### src/rtl/cpu_pkg.sv
// rtl/cpu_pkg.sv - opcodes, T-states and control-word layout shared by the CPU control path
package cpu_pkg;

    localparam logic [3:0] OP_NOP = 4'h0;
    localparam logic [3:0] OP_LDA = 4'h1;
    localparam logic [3:0] OP_ADD = 4'h2;
    localparam logic [3:0] OP_SUB = 4'h3;
    localparam logic [3:0] OP_LDI = 4'h5;
    localparam logic [3:0] OP_JMP = 4'h6;
    localparam logic [3:0] OP_JC  = 4'h7;
    localparam logic [3:0] OP_JZ  = 4'h8;
    localparam logic [3:0] OP_OUT = 4'hE;
    localparam logic [3:0] OP_HLT = 4'hF;

    localparam logic [2:0] T0 = 3'd0;
    localparam logic [2:0] T1 = 3'd1;
    localparam logic [2:0] T2 = 3'd2;
    localparam logic [2:0] T3 = 3'd3;
    localparam logic [2:0] T4 = 3'd4;
    localparam logic [2:0] T5 = 3'd5;

    localparam int CW_PC_INC     = 0;
    localparam int CW_PC_OUT     = 1;
    localparam int CW_PC_LOAD_N  = 2;
    localparam int CW_MAR_LOAD_N = 3;
    localparam int CW_RAM_OUT    = 4;
    localparam int CW_IR_LOAD_N  = 5;
    localparam int CW_IR_OUT     = 6;
    localparam int CW_A_LOAD_N   = 7;
    localparam int CW_A_OUT      = 8;
    localparam int CW_B_LOAD_N   = 9;
    localparam int CW_ALU_OUT    = 10;
    localparam int CW_ALU_SUB    = 11;
    localparam int CW_FLAGS_LOAD = 12;
    localparam int CW_OUT_LOAD_N = 13;
    localparam int CW_W          = 14;

    typedef logic [CW_W-1:0] ctrl_word_t;

    // Active-low loads parked high, every enable low.
    localparam ctrl_word_t CW_IDLE = (ctrl_word_t'(1) << CW_PC_LOAD_N)
                                   | (ctrl_word_t'(1) << CW_MAR_LOAD_N)
                                   | (ctrl_word_t'(1) << CW_IR_LOAD_N)
                                   | (ctrl_word_t'(1) << CW_A_LOAD_N)
                                   | (ctrl_word_t'(1) << CW_B_LOAD_N)
                                   | (ctrl_word_t'(1) << CW_OUT_LOAD_N);

endpackage

### src/rtl/ring_counter.sv
// rtl/ring_counter.sv - T-state counter that wraps every NUM_T cycles and freezes once halted
module ring_counter
    import cpu_pkg::*;
#(
    parameter int NUM_T = 6
) (
    input  logic       clk,
    input  logic       rst_n,
    input  logic       halt_req,
    output logic [2:0] tstate,
    output logic       halted
);

    localparam logic [2:0] T_LAST = 3'(NUM_T - 1);

    always_ff @(posedge clk or negedge rst_n) begin
        if (!rst_n) begin
            tstate <= T0;
            halted <= 1'b0;
        end else if (halted || halt_req) begin
            halted <= 1'b1;
        end else if (tstate == T_LAST) begin
            tstate <= T0;
        end else begin
            tstate <= tstate + 3'd1;
        end
    end

endmodule

### src/rtl/control_sequencer.sv
// rtl/control_sequencer.sv - fetch/execute strobe decode for the shared-bus CPU; CTRL_JUMP_EN enables JMP/JC/JZ
module control_sequencer
    import cpu_pkg::*;
#(
    parameter int NUM_T = 6
) (
    input  logic       clk,
    input  logic       rst_n,
    input  logic [3:0] opcode,
    input  logic       carry_flag,
    input  logic       zero_flag,
    output logic       pc_inc,
    output logic       pc_out,
    output logic       pc_load_n,
    output logic       mar_load_n,
    output logic       ram_out,
    output logic       ir_load_n,
    output logic       ir_out,
    output logic       a_load_n,
    output logic       a_out,
    output logic       b_load_n,
    output logic       alu_out,
    output logic       alu_sub,
    output logic       flags_load,
    output logic       out_load_n,
    output logic       halt,
    output logic [2:0] tstate
);

    logic       halted;
    logic       halt_req;
    logic       jump_taken;
    ctrl_word_t cw;
    ctrl_word_t ctrl;

    assign halt_req = (tstate == T3) && (opcode == OP_HLT);
    assign halt     = halted || halt_req;

    ring_counter #(.NUM_T(NUM_T)) u_ring_counter (
        .clk      (clk),
        .rst_n    (rst_n),
        .halt_req (halt_req),
        .tstate   (tstate),
        .halted   (halted)
    );

`ifdef CTRL_JUMP_EN
    assign jump_taken = (opcode == OP_JMP)
                     || ((opcode == OP_JC) && carry_flag)
                     || ((opcode == OP_JZ) && zero_flag);
`else
    assign jump_taken = 1'b0;
    wire unused_flags = carry_flag ^ zero_flag;
`endif

    // Each state enables at most one bus driver; unlisted opcodes fall through to idle.
    always_comb begin
        cw = CW_IDLE;
        if (!halt) begin
            case (tstate)
                T0: begin
                    cw[CW_PC_OUT]     = 1'b1;
                    cw[CW_MAR_LOAD_N] = 1'b0;
                end
                T1: cw[CW_PC_INC] = 1'b1;
                T2: begin
                    cw[CW_RAM_OUT]   = 1'b1;
                    cw[CW_IR_LOAD_N] = 1'b0;
                end
                T3: begin
                    case (opcode)
                        OP_LDA, OP_ADD, OP_SUB: begin
                            cw[CW_IR_OUT]     = 1'b1;
                            cw[CW_MAR_LOAD_N] = 1'b0;
                        end
                        OP_LDI: begin
                            cw[CW_IR_OUT]   = 1'b1;
                            cw[CW_A_LOAD_N] = 1'b0;
                        end
                        OP_OUT: begin
                            cw[CW_A_OUT]      = 1'b1;
                            cw[CW_OUT_LOAD_N] = 1'b0;
                        end
                        default: begin
                            if (jump_taken) begin
                                cw[CW_IR_OUT]    = 1'b1;
                                cw[CW_PC_LOAD_N] = 1'b0;
                            end
                        end
                    endcase
                end
                T4: begin
                    case (opcode)
                        OP_LDA: begin
                            cw[CW_RAM_OUT]  = 1'b1;
                            cw[CW_A_LOAD_N] = 1'b0;
                        end
                        OP_ADD, OP_SUB: begin
                            cw[CW_RAM_OUT]  = 1'b1;
                            cw[CW_B_LOAD_N] = 1'b0;
                            cw[CW_ALU_SUB]  = (opcode == OP_SUB);
                        end
                        default: ;
                    endcase
                end
                T5: begin
                    if ((opcode == OP_ADD) || (opcode == OP_SUB)) begin
                        cw[CW_ALU_OUT]    = 1'b1;
                        cw[CW_A_LOAD_N]   = 1'b0;
                        cw[CW_FLAGS_LOAD] = 1'b1;
                        cw[CW_ALU_SUB]    = (opcode == OP_SUB);
                    end
                end
                default: ;
            endcase
        end
    end

    // Reset idles the strobes combinationally so T0 drivers stay off while rst_n is low.
    assign ctrl = rst_n ? cw : CW_IDLE;

    assign pc_inc     = ctrl[CW_PC_INC];
    assign pc_out     = ctrl[CW_PC_OUT];
    assign mar_load_n = ctrl[CW_MAR_LOAD_N];
    assign ram_out    = ctrl[CW_RAM_OUT];
    assign ir_load_n  = ctrl[CW_IR_LOAD_N];
    assign ir_out     = ctrl[CW_IR_OUT];
    assign a_load_n   = ctrl[CW_A_LOAD_N];
    assign a_out      = ctrl[CW_A_OUT];
    assign b_load_n   = ctrl[CW_B_LOAD_N];
    assign alu_out    = ctrl[CW_ALU_OUT];
    assign alu_sub    = ctrl[CW_ALU_SUB];
    assign flags_load = ctrl[CW_FLAGS_LOAD];
    assign out_load_n = ctrl[CW_OUT_LOAD_N];

`ifdef CTRL_JUMP_EN
    assign pc_load_n = ctrl[CW_PC_LOAD_N];
`else
    assign pc_load_n = 1'b1;
    wire unused_pc_load = ctrl[CW_PC_LOAD_N];
`endif

endmodule

### config.mk
export PLATFORM = sky130hd
export DESIGN_NAME = control_sequencer
export DESIGN_NICKNAME = d
export VERILOG_FILES = /design/src/rtl/cpu_pkg.sv /design/src/rtl/ring_counter.sv /design/src/rtl/control_sequencer.sv
export SDC_FILE = /design/constraint.sdc
export NUM_CORES = 1
export LEC_CHECK = 0
export BUFFER_PORTS_ARGS = -buffer_cell sky130_fd_sc_hd__clkbuf_2
export CAP_MARGIN = 25
export CORE_AREA = 2 2 39 41
export DETAILED_ROUTE_END_ITERATION = 12
export DIE_AREA = 0 0 41 43
export PLACE_DENSITY = 0.66
export SYNTH_ARGS = -nofsm -noshare
export SYNTH_HDL_FRONTEND = slang
export SYNTH_SLANG_ARGS = --single-unit
### constraint.sdc
create_clock -name clk -period 2.7 [get_ports clk]
set_input_delay 0.54 -clock clk [delete_from_list [all_inputs] [get_ports clk]]
set_output_delay 0.54 -clock clk [all_outputs]
set_load 0.1 [all_outputs]
==> flow_summary.ini, run 1 <==
[synthesis]
ys_seq_area_share_pct = 21.2
synth_cells = 59
synth-edff-count = 0
synth_top_area_cell = dfrtp_1
yosys_register_bits = 4
yosysTopAreaCellShare_pct = 21.2
ys.flop_type = dfrtp_1
synth_fp_nets = 68
yosys-top-cells-area = dfrtp_1 21%, nand2b_1 6.6%, mux2_2 4.8%
async_flop_share_pct = 100
syn_area_um2 = 473
synth_cell_types = 36
ys_warn_count = 0
avgSynthCellArea_um2 = 8.02

[min_path]
hold_path_class = input pin to async pin

[sta]
hold_ws_ns = 0.125
finClkSkew_ns = 0.00592
fmax_ghz = 0.373
relSlewSlack_pct = 64.0
period_needed_ns = 2.68
finalMaxSlewViolations = 0
period_share_pct = 99.2
hold_viol = 0
setup_viol = 0
worstMarginPinSlew_ns = 0.542
rsz0062_at_grt = yes

[placement]
hpwl_mm = 1.02
place_congestion = 0.695
dp_cells = 95
port_buffers = 22

[drt]
final_antenna_net_count = 0
drcViolationCount = 0
vias_per_cell = 5.40
via_count = 545
drt_wl_total_mm = 1.30
first_pass_iters = 4
dr.first_iter.drc_count = 12
wl_per_cell_um = 12.9

[cells_and_area]
area_growth_pct = 74.3
final_common_cell = clkbuf_2
nNetsFinal = 95
seqCellArea_um2 = 106
instances_no_fill = 101
multi_input_area_um2 = 418
layout_common_cells = 13 x clkbuf_2, 6 x buf_12, 6 x buf_4, 5 x nand2_1, 5 x nand2b_1
drive_above_1_share_pct = 57.6
n_fill_cell = 127
diodes = 0

[floorplanning]
ioPinCount = 26
core-area_um2 = 1380
initial_utilization_pct = 34.2
die-area_um2 = 1760
die_w_um = 41
rows = 14
die-height_um = 43

[worst_setup_path]
required_ns = 2.16
cp_data_arrival_time_ns = 2.14
critPathLaunchType = flip-flop
critPathMaxFanout = 7
critical_path_class = flip-flop to output pin
cp-end-kind = output pin

[cts]
cts_tree = yes
htree_num_levels = 1
clk_path_buf_depth = 2
cts.sinks = 4
cts_buffers = 3
cts_root_buf = clkbuf_4
path_clk_slew_ns = 0.04
insertion_delay_ns = 0.23

[grt]
antenna_found_initial = 0
grt_usage_pct = 17.0
overflow = 0
grt_pass1_wl_mm = 2.06
grt_max_degree = 14
grt_pass1_vias = 509

[power_and_ir_drop]
total_power_uw = 1050
peakVddDrop_uv = 813
power.density_nw_per_um2 = 1270
total_leakage_power_uw = 0.000351

[run]
cap_violations = 0

[run_status]
status = finished clean
stage by stage:
stage          area, µm²  util [%]  setup TNS (ns)  worst slack [ns]
4_1_cts              810      58.5               0           0.00245
2_1_floorplan        579         -           -3.83             -1.10
6_report             825      59.6               0            0.0222
3_5_place_dp         779      56.3               0             0.225
5_1_grt              825      59.6         -0.0246           -0.0246
3_3_place_gp         779      56.3               0             0.225
what timing repair did:
item                       in CTS  in global routing
pin swaps                       0                  1
buffers inserted                0                  2
setup endpoints to repair       1                  2
hold buffers                    0                  0
gates resized for setup         1                  1
cell usage after synthesis, types with 2 or more instances:
library cell	instances
inv_1	4
nand2b_1	5
a21oi_1	3
o211ai_1	2
nor3_1	2
buf_4	2
mux2_2	2
dfrtp_1	4
and3_1	2
a2111oi_0	2
nor2_1	2
nand2_1	5
flip-flops by register name, indices dropped and copies added, names as in the netlist:
register and cells:
u_ring_counter.tstate 3, u_ring_counter.halted 1
power breakdown:
| part | switching, µW | internal (µW) | leakage (µW) | total (µW) |
|---|---|---|---|---|
| clock | 24.5 | 55.5 | 0.0000150 | 79.9 |
| combinational | 586 | 243 | 0.000291 | 829 |
| sequential | 41.5 | 99.5 | 0.0000455 | 141 |
| total | 652 | 398 | 0.000351 | 1050 |
layer usage:
| layer | GRT usage, % | part of all wire [%] | wire length (µm) |
|---|---|---|---|
| met5 | 0 | 0 | 0 |
| met3 | 3.14 | 7.2 | 94 |
| met1 | 20.7 | 41 | 531 |
| met4 | 6.00 | 0 | 0 |
| met2 | 28.1 | 52 | 673 |
final timing paths:
check	endpoint	cells past startpoint	from	slack (ns)
worst max-delay path	b_load_n	6	u_ring_counter.tstate[0]	0.02
worst min-delay path	u_ring_counter.tstate[0]	1	rst_n	0.13
worst max register to register	u_ring_counter.tstate[2]	5	u_ring_counter.tstate[0]	1.09
worst min register to register	u_ring_counter.halted	1	u_ring_counter.halted	0.55
max in group asynchronous	u_ring_counter.tstate[1]	1	rst_n	2.40
min in group clk	u_ring_counter.halted	1	u_ring_counter.halted	0.55
critical path: stages, from the launching register on:
cell	delay (ns)
dfrtp_4	0.47
and2_4	0.17
ha_4	0.17
and3_4	0.17
a21o_4	0.24
or4b_4	0.50
buf_12	0.18
layout make-up:
type | count | share of cell area (%)
inverter | 4 | 2.28
tap | 16 | 2.43
clock buffer | 4 | 3.19
multi-input combinational | 47 | 50.7
sequential | 4 | 12.9
timing repair buffer | 26 | 28.5
logic make-up (layout without fill, tap and decap cells):
kind of cell               Yosys count  after routing  synth area share [%]
and+or+nand+nor                     28             28                  36.8
buffers and inverters                8             34                  9.52
DFF                                  4              4                  21.2
xor gates and xnor gates             1              1                  1.85
muxes                                2              2                  4.76
adders and majority gates            1              1                  2.65
AOI/OAI and AO/OA                   14             14                  22.5
other                                1              1                 0.793
No activity file was read; power rests on OpenSTA's default activity.
==> inputs of run 2 (changes only) <==
Settings changed: CTS_BUF_LIST set to sky130_fd_sc_hd__clkbuf_8.
==> run 2 against run 1 <==
Die area unchanged; global-route usage up 0.20 points; sequential power about the same; critical endpoint unchanged; largest power group unchanged; highest routed layer unchanged.
==> flow_summary.ini, run 2 (synthesized netlist as in run 1, its figures left out) <==
[cts]
holdBufCountCts = 0
cts_tree = yes
htree_num_levels = 1
cts_buffers = 3
clk_path_buf_depth = 2
insertion_delay_ns = 0.22
cts.sinks = 4
path_clk_slew_ns = 0.03
cts_root_buf = clkbuf_8

[worst_setup_path]
reg2reg_from = u_ring_counter.tstate[0]
cp_data_arrival_time_ns = 2.12
critPathLaunchType = flip-flop
reg2reg_slack_ns = 1.09
reg2reg_depth = 5
required_ns = 2.16
critical_path_class = flip-flop to output pin
critPathMaxFanout = 7
reg2reg_to = u_ring_counter.tstate[2]
cp-end-kind = output pin

[floorplanning]
die-height_um = 43
rows = 14
initial_utilization_pct = 34.2
die_w_um = 41
ioPinCount = 26
die-area_um2 = 1760
core-area_um2 = 1380

[placement]
place_congestion = 0.695
place_ws_ns = 0.225
port_buffers = 22
hpwl_mm = 1.02

[cells_and_area]
area_growth_pct = 78.3
fin_util_pct = 60.9
regMostFlops = u_ring_counter.tstate
largest_reg_flops = 3
top_regs = u_ring_counter.tstate x3, u_ring_counter.halted x1
n_fill_cell = 126
nNetsFinal = 95
layout_common_cells = 13 x clkbuf_2, 6 x buf_12, 6 x buf_4, 5 x nand2_1, 5 x nand2b_1
drive_above_1_share_pct = 57.6
final_common_cell = clkbuf_2
diodes = 0

[drt]
dr.first_iter.drc_count = 11
first_pass_iters = 4
wl_per_cell_um = 13.1
drcViolationCount = 0
vias_per_cell = 5.39
drt_wl_total_mm = 1.33
via_count = 544
final_antenna_net_count = 0

[sta]
rsz0062_at_grt = no
timing.final.ws_setup_ns = 0.0412
setup_viol = 0
period_share_pct = 98.5
relSlewSlack_pct = 64.0
finClkSkew_ns = 0.00476
finalMaxSlewViolations = 0
hold_viol = 0
period_needed_ns = 2.66
fmax_ghz = 0.376
worstMarginPinSlew_ns = 0.542

[power_and_ir_drop]
total_leakage_power_uw = 0.000363
power.density_nw_per_um2 = 1300
peakVddDrop_uv = 833

[run]
cap_violations = 0

[grt]
grt_pass1_wl_mm = 2.09
grt_usage_pct = 17.2
antenna_found_initial = 0
overflow = 0
grt_max_degree = 14
grt_pass1_vias = 513

[min_path]
hold_path_class = input pin to async pin

[run_status]
status = finished clean
## run 2: cell types whose count changed in the layout (fill, tap and decap cells not counted), sizes merged
| cell | change |
|---|---|
| clkbuf | -1 |
| inv | +1 |
## run 2: cell type report
class / count / area [µm²] / share of cell area (%)
Clock buffer: 3 / 41.3 / 4.90
Clock inverter: 1 / 3.75 / 0.445
Inverter: 4 / 18.8 / 2.23
Multi-Input combinational cell: 47 / 418 / 49.6
Sequential cell: 4 / 106 / 12.6
Tap cell: 16 / 20.0 / 2.37
Timing Repair Buffer: 26 / 235 / 27.9
## run 2: per-layer routing
layer / GRT usage (%) / up-vias / wire (µm)
li1: - / 261 / -
met5: 0 / - / 0
met3: 3.14 / 0 / 89
met2: 28.1 / 21 / 684
met1: 21.4 / 262 / 554
met4: 6.00 / 0 / 0
## run 2: worst max-delay path by stage
| stage | from | endpoint | slack (ns) | cells past startpoint |
|---|---|---|---|---|
| after floorplan | u_ring_counter.tstate[0] | a_out | -1.10 | 6 |
| after global placement | u_ring_counter.tstate[0] | b_load_n | 0.22 | 6 |
| after detailed placement | u_ring_counter.tstate[0] | b_load_n | 0.22 | 6 |
| after CTS | u_ring_counter.tstate[0] | b_load_n | 0.03 | 6 |
| after global routing | u_ring_counter.tstate[0] | b_load_n | 0.001 | 6 |
| final | u_ring_counter.tstate[0] | b_load_n | 0.04 | 6 |
## run 2: power breakdown
part           switching [µW]  total (µW)  internal (µW)
clock                    30.8         128           96.9
sequential               41.1         141           99.6
combinational             587         830            243
total                     659        1100            440
## run 2: timing repair
item	in CTS	in global routing
setup endpoints to repair	1	2
resized for setup	1	1
pin swaps	0	1
buffers inserted	0	2
## run 2: critical path, cell delays in order, from the launching register on
cell and delay, ns:
dfrtp_4 0.46, and2_4 0.17, ha_4 0.17, and3_4 0.17
a21o_4 0.24, or4b_4 0.50, buf_12 0.18
## run 2: stage by stage
stage               instance area [µm²]  total power, µW  setup TNS [ns]  instances  hold WS [ns]
floorplan                           579              805           -3.83         59         0.244
global placement                    779              938               0         95         0.369
detailed placement                  779              952               0         95         0.373
CTS                                 828             1080               0         99         0.143
global route                        843             1160               0        101         0.146
finish                              843             1100               0        101         0.147
==> inputs of run 3 (changes only) <==
Settings changed: RECOVER_POWER set to 100.
==> run 3 against run 2 <==
Core utilization is 0.090 points lower; design area is 0.15% lower; cell count stayed put; clock-buffer cell count stayed put; worst setup slack hardly changed; die area stayed put; sequential power hardly changed; non-clock buffer count stayed put; critical path depth stayed put; largest power group unchanged.
==> flow_summary.ini, run 3 (synthesized netlist as in run 1, its figures left out) <==
[sta]
worstMarginPinSlew_ns = 0.542
fmax_ghz = 0.376
setup_viol = 0
period_needed_ns = 2.66
finClkSkew_ns = 0.00476
hold_ws_ns = 0.198
relSlewSlack_pct = 64.0
timing.final.ws_setup_ns = 0.0413
fin_setup_tns_ns = 0
finalMaxSlewViolations = 0
rsz0062_at_grt = no
period_share_pct = 98.5
hold_viol = 0

[worst_setup_path]
critPathLaunchType = flip-flop
cp-end-kind = output pin
max_stage_delay_ns = 0.50
crit_cells = 6
crit_family = simple AND/OR/NAND/NOR gates
startpoint = u_ring_counter.tstate[0]
worst_path_max_delay_cell = or4b_4
cp.buffers_inverters = 1
cp_data_arrival_time_ns = 2.12
crit_chain = and2_4 > ha_4 > and3_4 > a21o_4 > or4b_4 > buf_12
reg2reg_from = u_ring_counter.tstate[0]
critPathCapture = b_load_n
reg2reg_to = u_ring_counter.tstate[2]
critical_path_class = flip-flop to output pin
reg2reg_slack_ns = 1.09
critPathMaxFanout = 7
required_ns = 2.16
reg2reg_depth = 5

[grt]
grt_pass1_wl_mm = 2.09
grt_usage_pct = 17.2
antenna_found_initial = 0
overflow = 0
grt_max_degree = 14
grt_pass1_vias = 513

[run_status]
status = finished clean

[cells_and_area]
nNetsFinal = 95
largest_reg_flops = 3
drive_above_1_share_pct = 56.5
regMostFlops = u_ring_counter.tstate
seqCellArea_um2 = 106
final_common_cell = clkbuf_2
layout_common_cells = 12 x clkbuf_2, 6 x buf_12, 6 x buf_4, 5 x nand2_1, 5 x nand2b_1
diodes = 0
n_fill_cell = 127
fin_util_pct = 60.8
area_growth_pct = 78.0
multi_input_area_um2 = 418
top_regs = u_ring_counter.tstate x3, u_ring_counter.halted x1

[floorplanning]
rows = 14
core-area_um2 = 1380
die-area_um2 = 1760
die_w_um = 41
ioPinCount = 26
die-height_um = 43
initial_utilization_pct = 34.2

[drt]
wl_per_cell_um = 13.1
wl_met2_um = 685
met3_wirelength_um = 89
vias_per_cell = 5.40
dr.first_iter.drc_count = 11
drt_wl_total_mm = 1.33
first_pass_iters = 4
drcViolationCount = 0
final_antenna_net_count = 0
top_layer = met3
via_count = 545
wl_met1_um = 552

[cts]
clk_path_buf_depth = 2
path_clk_slew_ns = 0.03
cts_tree = yes
cts_buffers = 3
cts_root_buf = clkbuf_8
htree_num_levels = 1
insertion_delay_ns = 0.22
cts.sinks = 4

[power_and_ir_drop]
swShare_pct = 60.0
power.density_nw_per_um2 = 1300
peakVddDrop_uv = 833
sequentialPowerShare_pct = 12.8
power.internal_uw = 439
pwr-share-comb_pct = 75.6
total_leakage_power_uw = 0.000360
clkPwrFrac_pct = 11.6
p_sw_uw = 659
total_power_uw = 1100

[run]
cap_violations = 0

[placement]
port_buffers = 22
place_congestion = 0.695
hpwl_mm = 1.02
place_ws_ns = 0.225

[min_path]
hold_path_class = input pin to async pin
## run 3: routing by layer
metal | vias up | track usage (%)
li1 | 261 | -
met5 | - | 0
met1 | 263 | 21.4
met4 | 0 | 6.00
met3 | 0 | 3.14
met2 | 21 | 28.1
## run 3: timing repair
| action | in CTS | in global routing |
|---|---|---|
| pin swaps | 0 | 1 |
| endpoints found under the hold margin | 0 | 0 |
| buffers inserted | 0 | 2 |
| resized for setup | 1 | 1 |
| cloned | 0 | 0 |
| endpoints found under the setup margin | 1 | 2 |
| hold buffers | 0 | 0 |
## run 3: worst min path at each step
stage,cells past startpoint,end,startpoint
after detailed placement,1,u_ring_counter.tstate[0],rst_n
after floorplan,0,u_ring_counter.halted,rst_n
after global placement,1,u_ring_counter.tstate[0],rst_n
final,1,u_ring_counter.tstate[0],rst_n
after global routing,1,u_ring_counter.tstate[0],rst_n
after CTS,1,u_ring_counter.tstate[0],rst_n
## run 3: power by group through the flow
stage                     clock (µW)  combinational [µW]  sequential, µW
after global placement             0                 800             138
after global routing             136                 873             148
after floorplan                    0                 505             300
after detailed placement           0                 810             142
final                            128                 830             141
after CTS                        130                 813             141
## run 3: layout make-up
type	instances	share of cell area (%)
clock buffers	3	4.90
multi-input cells	47	49.6
repair buffers	26	27.8
flip-flops and latches	4	12.6
clock inverters	1	0.446
well taps	16	2.38
inverters	4	2.23
## run 3: stage by stage
stage / instances / instance area [µm²]
2_1_floorplan: 59 / 579
3_3_place_gp: 95 / 779
3_5_place_dp: 95 / 779
4_1_cts: 99 / 828
5_1_grt: 101 / 842
6_report: 101 / 842
